<file path="src/rtl/pwm_dac_mc_if.sv">
// CPU-side frame handshake for pwm_dac_mc: one duty word per channel, moved
// with a four-phase req/ack exchange.
interface pwm_dac_mc_if #(
  parameter int unsigned WIDTH    = 12,
  parameter int unsigned CHANNELS = 2
);
  logic [CHANNELS*WIDTH-1:0] din;
  logic                      req;
  logic                      ack;

  modport master (output din, output req, input ack);
  modport slave  (input din, input req, output ack);
endinterface

</file>
<file path="src/rtl/pwm_dac_mc.sv">
// Multi-channel PWM DAC: frames arrive over a four-phase handshake, queue in a
// FIFO and load into all duty registers together at a PWM period boundary.
// Optional macro PWM_DAC_MC_UNDERFLOW_MUTE_EN: an underflow loads midscale duty.
module pwm_dac_mc #(
  parameter int unsigned WIDTH      = 12,
  parameter int unsigned CHANNELS   = 2,
  parameter int unsigned FIFO_DEPTH = 8
) (
  input  logic                        clk,
  input  logic                        rst,
  input  logic                        en,
  pwm_dac_mc_if.slave                 bus,
  output logic [CHANNELS-1:0]         pwm,
  output logic [$clog2(FIFO_DEPTH):0] fifo_count,
  output logic                        fifo_full,
  output logic                        fifo_empty,
  output logic                        underflow
);

  localparam int unsigned AW = $clog2(FIFO_DEPTH);
  localparam int unsigned CW = AW + 1;
  localparam int unsigned FW = CHANNELS * WIDTH;
  localparam logic [WIDTH-1:0] CNT_MAX = '1;
  localparam logic [CW-1:0]    DEPTH_C = CW'(FIFO_DEPTH);

  typedef enum logic {
    HS_IDLE,
    HS_ACKED
  } hs_state_e;

  hs_state_e           hs_state_q, hs_state_d;
  logic                ack_q, ack_d;
  logic [WIDTH-1:0]    cnt_q, cnt_d;
  logic [FW-1:0]       duty_q, duty_d;
  logic [CHANNELS-1:0] pwm_q, pwm_d;
  logic                underflow_q, underflow_d;

  logic [FW-1:0]       mem_q [FIFO_DEPTH];
  logic [FW-1:0]       mem_d [FIFO_DEPTH];
  logic [AW-1:0]       wr_ptr_q, wr_ptr_d;
  logic [AW-1:0]       rd_ptr_q, rd_ptr_d;
  logic [CW-1:0]       count_q, count_d;
  logic                full_q, full_d;
  logic                empty_q, empty_d;

  logic                boundary;
  logic                pop;
  logic                push;

  always_comb begin
    boundary = en && (cnt_q == CNT_MAX);
    pop      = boundary && (count_q != '0);
  end

  // A full FIFO still accepts a push on the edge that pops, since the pop frees a slot.
  always_comb begin
    hs_state_d = hs_state_q;
    push       = 1'b0;
    unique case (hs_state_q)
      HS_IDLE: begin
        if (bus.req && ((count_q != DEPTH_C) || pop)) begin
          push       = 1'b1;
          hs_state_d = HS_ACKED;
        end
      end
      HS_ACKED: begin
        if (!bus.req) begin
          hs_state_d = HS_IDLE;
        end
      end
      default: hs_state_d = HS_IDLE;
    endcase
    ack_d = (hs_state_d == HS_ACKED);
  end

  always_comb begin
    mem_d    = mem_q;
    wr_ptr_d = wr_ptr_q;
    rd_ptr_d = rd_ptr_q;
    count_d  = count_q;
    if (push) begin
      mem_d[wr_ptr_q] = bus.din;
      wr_ptr_d        = wr_ptr_q + 1'b1;
    end
    if (pop) begin
      rd_ptr_d = rd_ptr_q + 1'b1;
    end
    unique case ({push, pop})
      2'b10:   count_d = count_q + 1'b1;
      2'b01:   count_d = count_q - 1'b1;
      default: count_d = count_q;
    endcase
    full_d  = (count_d == DEPTH_C);
    empty_d = (count_d == '0);
  end

  // Compare uses the duty in force this cycle, so pwm trails cnt by one clock.
  always_comb begin
    cnt_d       = en ? cnt_q + 1'b1 : cnt_q;
    duty_d      = duty_q;
    underflow_d = boundary && (count_q == '0);
    if (pop) begin
      duty_d = mem_q[rd_ptr_q];
    end
`ifdef PWM_DAC_MC_UNDERFLOW_MUTE_EN
    else if (underflow_d) begin
      duty_d = {CHANNELS{1'b1, {(WIDTH-1){1'b0}}}};
    end
`endif
    for (int i = 0; i < CHANNELS; i++) begin
      pwm_d[i] = en && (cnt_q < duty_q[i*WIDTH +: WIDTH]);
    end
  end

  always_ff @(posedge clk or posedge rst) begin
    if (rst) begin
      hs_state_q  <= HS_IDLE;
      ack_q       <= 1'b0;
      cnt_q       <= '0;
      duty_q      <= '0;
      pwm_q       <= '0;
      underflow_q <= 1'b0;
      wr_ptr_q    <= '0;
      rd_ptr_q    <= '0;
      count_q     <= '0;
      full_q      <= 1'b0;
      empty_q     <= 1'b1;
      for (int i = 0; i < FIFO_DEPTH; i++) begin
        mem_q[i] <= '0;
      end
    end else begin
      hs_state_q  <= hs_state_d;
      ack_q       <= ack_d;
      cnt_q       <= cnt_d;
      duty_q      <= duty_d;
      pwm_q       <= pwm_d;
      underflow_q <= underflow_d;
      wr_ptr_q    <= wr_ptr_d;
      rd_ptr_q    <= rd_ptr_d;
      count_q     <= count_d;
      full_q      <= full_d;
      empty_q     <= empty_d;
      mem_q       <= mem_d;
    end
  end

  assign bus.ack    = ack_q;
  assign pwm        = pwm_q;
  assign fifo_count = count_q;
  assign fifo_full  = full_q;
  assign fifo_empty = empty_q;
  assign underflow  = underflow_q;

endmodule

</file>
<file path="src/flat_wrapper.sv">
// flat-port wrapper written by rule: the top's interface ports become plain ports
module pwm_dac_mc_flat 
#(
  parameter int unsigned WIDTH      = 12,
  parameter int unsigned CHANNELS   = 2,
  parameter int unsigned FIFO_DEPTH = 8
)
  (clk, rst, en, pwm, fifo_count, fifo_full, fifo_empty, underflow, bus_din, bus_req, bus_ack);
  pwm_dac_mc_if #(.WIDTH(WIDTH), .CHANNELS(CHANNELS)) bus_i ();
  input  logic clk;
  input  logic rst;
  input  logic en;
  output logic [CHANNELS-1:0] pwm;
  output logic [$clog2(FIFO_DEPTH):0] fifo_count;
  output logic fifo_full;
  output logic fifo_empty;
  output logic underflow;
  input wire logic [$bits(bus_i.din)-1:0] bus_din;
  input wire logic [$bits(bus_i.req)-1:0] bus_req;
  output wire logic [$bits(bus_i.ack)-1:0] bus_ack;
  assign bus_i.din = bus_din;
  assign bus_i.req = bus_req;
  assign bus_ack = bus_i.ack;
  pwm_dac_mc #(.WIDTH(WIDTH), .CHANNELS(CHANNELS), .FIFO_DEPTH(FIFO_DEPTH)) u_core (.clk(clk), .rst(rst), .en(en), .bus(bus_i), .pwm(pwm), .fifo_count(fifo_count), .fifo_full(fifo_full), .fifo_empty(fifo_empty), .underflow(underflow));
endmodule
</file>
<file path="config.mk">
export PLATFORM = sky130hd
export DESIGN_NAME = pwm_dac_mc_flat
export DESIGN_NICKNAME = d
export VERILOG_FILES = /design/src/rtl/pwm_dac_mc_if.sv /design/src/rtl/pwm_dac_mc.sv /design/src/flat_wrapper.sv
export SDC_FILE = /design/constraint.sdc
export NUM_CORES = 1
export LEC_CHECK = 0
export ABC_AREA = 0
export CORE_MARGIN = 3
export CORE_UTILIZATION = 45
export DETAILED_ROUTE_END_ITERATION = 10
export PLACE_DENSITY = 0.6
export SYNTH_ARGS = -nofsm -noshare
export SYNTH_HDL_FRONTEND = slang
export SYNTH_SLANG_ARGS = --single-unit
</file>
<file path="constraint.sdc">
create_clock -name clk -period 8.3 [get_ports clk]
set_input_delay 0.83 -clock clk [delete_from_list [all_inputs] [get_ports clk]]
set_output_delay 0.83 -clock clk [all_outputs]
set_load 0.01 [all_outputs]
</file>
---- Yosys cells after proc, flatten, opt, wreduce, memory -nomap -nowiden ----
Index checks and enable logic that the tools add are counted.
cells by class
  add/subtract/negate cells ............... 5
  $lt $le $gt $ge ......................... 5
  equal/unequal tests ..................... 5
  muxes and demuxes ....................... 11
  bitwise logic cells ..................... 3
  reduce and logical (&&, ||, !) cells .... 11
operators by type and width
  kind                                                         count
  bitwise mux 192 bit                                          1
  binary-select mux 24 bit (select 3 bit)                      1
  demux 24 bit (select 3 bit)                                  1
  two-way mux 24 bit                                           3
  less-than comparator 12 bit                                  2
  adder 12 x 1 -> 12 bit (second input constant)               1
  equality test 12 bit (second input constant)                 1
  >= comparator 4 bit (second input constant)                  2
  logical NOT 4 bit                                            2
  NOT 3 -> 4 bit                                               2
  case mux 4 bit (2 select lines)                              1
  logical AND 1 bit                                            7
  adder 3 x 1 -> 3 bit (second input constant)                 2
  adder 4 x 1 -> 4 bit (second input constant)                 1
  equality test 4 bit (second input constant)                  1
  less-than comparator 4 x 1 -> 1 bit (second input constant)  1
  != test 4 bit (second input constant)                        1
  nonzero test 4 bit                                           1
  subtractor 4 x 1 -> 4 bit (second input constant)            1
  two-way mux 1 bit                                            3
  equality test 2 x 1 -> 1 bit (second input constant)         1
  equality test 2 bit (second input constant)                  1
  case mux 1 bit (2 select lines)                              1
  logical OR 1 bit                                             1
  NOT 1 bit                                                    1
storage, ports and cells
  bits in registers ....................... 244
  output and inout port bits .............. 10
  word-level logic and storage cells ...... 58

---- Longest topological paths before layout ----
  depth in word-level cells ............... 10
  gate-level depth with buffers ........... 13

---- Worst setup path after synthesis ----
Ideal clock, no wire load.
  kind .................................... input to register
  start ................................... input en
  end ..................................... register u_core.empty_q, in the netlist u_core.fifo_empty
  data arrival time ....................... 3368 ps
  required time ........................... 8211 ps
  setup slack ............................. 4843 ps
  stages on the path ...................... 12
  cells stage by stage .................... buf_4 > and4_1 > nand4_1 > or2_1 > clkbuf_1 > inv_1 > ha_1 > xor2_1 > ha_1 > mux2_2 > a2111o_1 > a211oi_1
on the way
  cells in the longest elaborated chain, start to end .. 9
RTL lines
  element                                                                     RTL line            RTL
  start: declaration                                                          flat_wrapper.sv:12  input logic en;
  logical AND 1 bit *                                                         pwm_dac_mc.sv:51    boundary = en && (cnt_q == CNT_MAX);
  logical AND 1 bit *                                                         pwm_dac_mc.sv:52    pop = boundary && (count_q != '0);
  via u_core.pop                                                              pwm_dac_mc.sv:47    logic pop;
  logical OR 1 bit                                                            pwm_dac_mc.sv:61    if (bus.req && ((count_q != DEPTH_C) || pop)) begin
  logical AND 1 bit                                                           pwm_dac_mc.sv:61
  two-way mux 1 bit                                                           pwm_dac_mc.sv:61
  two-way mux 1 bit                                                           pwm_dac_mc.sv:59    unique case (hs_state_q)
  equality test 2 x 1 -> 1 bit / equality test 2 bit (equally long branches)  pwm_dac_mc.sv:88    unique case ({push, pop})
  case mux 4 bit (2 select lines) *                                           pwm_dac_mc.sv:88
  via u_core.count_d[1]                                                       pwm_dac_mc.sv:42    logic [CW-1:0] count_q, count_d;
  logical NOT 4 bit *                                                         pwm_dac_mc.sv:94    empty_d = (count_d == '0);
  via u_core.empty_d                                                          pwm_dac_mc.sv:44    logic empty_q, empty_d;
  end signal: assignment                                                      pwm_dac_mc.sv:142   empty_q <= empty_d;
  end: declaration                                                            pwm_dac_mc.sv:44
Mark *: on every way through the listed nets, which the timed path passes. The rest lies on a longest branch.
A chain may end at the register's enable or synchronous reset.

---- Worst setup path in the final report ----
Same ends and word-level chain as after synthesis.

==> results.sh <==
export IMPL_grt_pass1_wl_um=47500
export IMPL_cts_root_buf="clkbuf_16"
export IMPL_h_tree_depth=1
export IMPL_avgSynthCellArea_um2=13.3
export IMPL_cp_max_fo=27
export IMPL_cp_required_ns=8.74
export IMPL_min_path_cells=1
export IMPL_start_kind="input port"
export IMPL_p_switching_mw=1.46
export IMPL_numCtsBuffers=27
export IMPL_rsz0062_at_grt="false"
export IMPL_clockBufferDepth=3
export IMPL_area_growth_pct=12.2
export IMPL_synthFlopType="dfrtp_1"
export IMPL_hold_path_startpoint="u_core.mem_q[108]"
export IMPL_r2r_start="u_core.cnt_q[1]"
export IMPL_core_um2=23900
export IMPL_netlist_area_um2=11200
export IMPL_grt_ovfl_total=0
export IMPL_antenna_found_initial=0
export IMPL_io_buffers=37
export IMPL_yosys_warnings=0
export IMPL_dr_pass1_iters=5
export IMPL_clock_latency_ns=0.53
export IMPL_cts_num_sinks=244
export IMPL_clk_pin_slew_ns=0.05
export IMPL_ys_ff_latch=244
export IMPL_final_area_um2=12500
export IMPL_synthAdderAreaFrac_pct=3.14
export IMPL_drc=0
export IMPL_cts_setup_buffers=0
export IMPL_cts_hold_buffers_added=0
export IMPL_vias=7627
export IMPL_fin_crit_ns=4.71
export IMPL_dpl_cell_area_um2=11700
export IMPL_avgViaCountPerCell=6.41
export IMPL_yosysSeqAreaShare_pct=54.7
export IMPL_r2r_end="u_core.fifo_empty"
export IMPL_post_cts_resized=0
export IMPL_syn_nets=894
export IMPL_fmax_ghz=0.212
export IMPL_wl_per_cell_um=24.8
export IMPL_grt_start_max_net_pins=115
export IMPL_start_util_pct=46.7
export IMPL_synthMuxAreaShare_pct=12.2
export IMPL_dpl_hpwl_um=16600
export IMPL_r2r_slack_ns=3.92
export IMPL_p_clk_share_pct=25.3
export IMPL_swShare_pct=32.9
export IMPL_ff2ff_path_depth=11
export IMPL_cap_violations=0
export IMPL_p_total_mw=4.43
export IMPL_drtIter0Drc=735
export IMPL_antenna_left=0
export IMPL_slew_headroom_pct=27.1
export IMPL_holdWs_ns=0.483
export IMPL_fp_dieW_um=163
export IMPL_p_leak_nw=4.97
export IMPL_pwr_share_seq_pct=45.4
export IMPL_tns_ns=0
export IMPL_hold_end="u_core.mem_q[108]"
export IMPL_critPathKind="in2reg"
export IMPL_synth_cell_type_count=47
export IMPL_hp_class="reg2reg"
export IMPL_tritoncts="built"
export IMPL_crit_arrival_ns=5.14
export IMPL_hold_viol_final=0
export IMPL_synthXorXnorAreaFrac_pct=1.49
export IMPL_synth_compound_area_share_pct=19.1
export IMPL_endpoint_kind="flip-flop"
export IMPL_finalClockSkew_ns=0.00810
export IMPL_drv_slew=0
export IMPL_power_frac_comb_pct=29.3
export IMPL_ios=38
export IMPL_synth_top_family_by_area="compound AO/OA/AOI/OAI gates"
export IMPL_syn_inst=838
export IMPL_peakVddDrop_v=0.000180
export IMPL_dieArea_um2=26700
export IMPL_worstSetupStartpoint="en"
export IMPL_finish_utilization_pct=52.4
export IMPL_outcome="finished, final reports clean"
export IMPL_core_rowCount=56
export IMPL_async_reset_ff_share_pct=100
export IMPL_drive_gt1_share_pct=13.7
export IMPL_die_h_um=163
export IMPL_gr_usage_all_layers_pct=22.8
export IMPL_tightest_slew_ns=1.09
export IMPL_finalSetupViolCount=0
export IMPL_final_nets=907
export IMPL_routed_wl_um=29500
export IMPL_power_density_nw_per_um2=354
export IMPL_internal_power_mw=2.98
export IMPL_yosys_area_share_simple_pct=5.03
export IMPL_diodes=0
export IMPL_grt_pass1_vias=8178
export IMPL_gp_congestion=0.884
export IMPL_synth_edf_count=0
export IMPL_fin_crit_sh_pct=56.7
==> cells in the mapped netlist (4+ instances only) <==
master     count  area, µm²
dfrtp_1      243       6080
o2bb2ai_1    192       1680
nand2_1       56        210
mux4_2        48       1080
o21ai_0       45        225
inv_1         33        124
ha_1          28        350
buf_2         24        120
mux2i_1       24        240
clkbuf_1      20       75.1
buf_4         19        143
xnor2_1       16        140
nand4_1       12       75.1
nor2_1         7       26.3
nand3_2        6       60.1
nor2b_1        6       37.5
a21oi_1        5       25.0
mux2_2         4       45.0
nand3_1        4       20.0
o21ai_1        4       20.0
==> worst max-delay path by stage <==
stage | to | slack (ns)
CTS | u_core.fifo_empty | 3.59
detailed placement | u_core.fifo_empty | 3.07
finish | u_core.fifo_empty | 3.59
global route | u_core.fifo_empty | 3.21
floorplan | u_core.cnt_q[0] | 0.77
global placement | u_core.fifo_empty | 3.24
==> routing by layer <==
metal / part of all wire, % / vias to the layer above / global-route usage [%]
met5: 0 / - / 0
met3: 6.5 / 60 / 3.70
met4: 2.6 / 0 / 6.69
li1: - / 3262 / -
met2: 46 / 282 / 35.7
met1: 45 / 4023 / 33.0
==> power groups by stage <==
| stage | Combinational [mW] | Clock [mW] | Sequential [mW] |
|---|---|---|---|
| 2_1_floorplan | 0.985 | 0 | 1.90 |
| 3_3_place_gp | 1.25 | 0 | 1.98 |
| 3_5_place_dp | 1.30 | 0 | 2.00 |
| 4_1_cts | 1.30 | 1.15 | 2.00 |
| 5_1_grt | 1.41 | 1.20 | 2.06 |
| 6_report | 1.30 | 1.12 | 2.01 |
==> final cells by class <==
type,count,area (µm²)
clock inverter,10,75.1
inverter,33,131
clock buffer,38,747
tap,319,399
sequential,244,6110
timing repair buffer,49,460
multi-input combinational,496,4590
fill,1981,11400
==> through the flow <==
| step | std cells | worst slack [ns] |
|---|---|---|
| 2_1_floorplan | 838 | 0.770 |
| 4_1_cts | 1189 | 3.59 |
| 5_1_grt | 1189 | 3.21 |
| 6_report | 1189 | 3.59 |
| 3_3_place_gp | 1141 | 3.24 |
| 3_5_place_dp | 1141 | 3.07 |
==> logic make-up after synthesis <==
logic type | Yosys count
xor+xnor | 19
mux | 76
simple gates | 106
compound gates | 267
fa+ha+maj | 28
flops | 244
buf+inv | 98
==> critical path, stage by stage <==
cell and delay, ns:
clkdlybuf4s50_1 0.64, and4_1 0.33, nand4_1 0.74, or2_1 0.79, inv_1 0.23, ha_1 0.27, xor2_1 0.18, ha_1 0.25
mux2_2 0.30, a2111o_1 0.37, a211oi_1 0.21
==> layout by cell type (no fill, tap or decap), types with 3 or more instances in the layout <==
| cell type | count |
|---|---|
| a21oi_1 | 5 |
| a41o_1 | 3 |
| buf_4 | 12 |
| clkbuf_1 | 8 |
| clkbuf_16 | 27 |
| clkbuf_8 | 3 |
| clkdlybuf4s50_1 | 37 |
| clkinv_2 | 9 |
| dfrtp_1 | 241 |
| ha_1 | 28 |
| inv_1 | 32 |
| mux2_2 | 4 |
| mux2i_1 | 24 |
| mux4_2 | 48 |
| nand2_1 | 56 |
| nand3_1 | 3 |
| nand3_2 | 7 |
| nand4_1 | 12 |
| nor2_1 | 7 |
| nor2b_1 | 5 |
| o21a_1 | 3 |
| o21ai_0 | 45 |
| o21ai_1 | 4 |
| o2bb2ai_1 | 192 |
| xnor2_1 | 16 |
| xor2_1 | 3 |
==> sequential cells by signal (all words and copies together), names as in the netlist <==
signal / count
u_core.cnt_q: 12
u_core.hs_state_q: 1
u_core.underflow: 1
u_core.fifo_full: 1
u_core.wr_ptr_q: 3
u_core.rd_ptr_q: 3
u_core.duty_q: 24
u_core.fifo_empty: 1
u_core.fifo_count: 4
u_core.mem_q: 192
u_core.pwm: 2
Note: power is estimated with default switching activity, not from simulation.
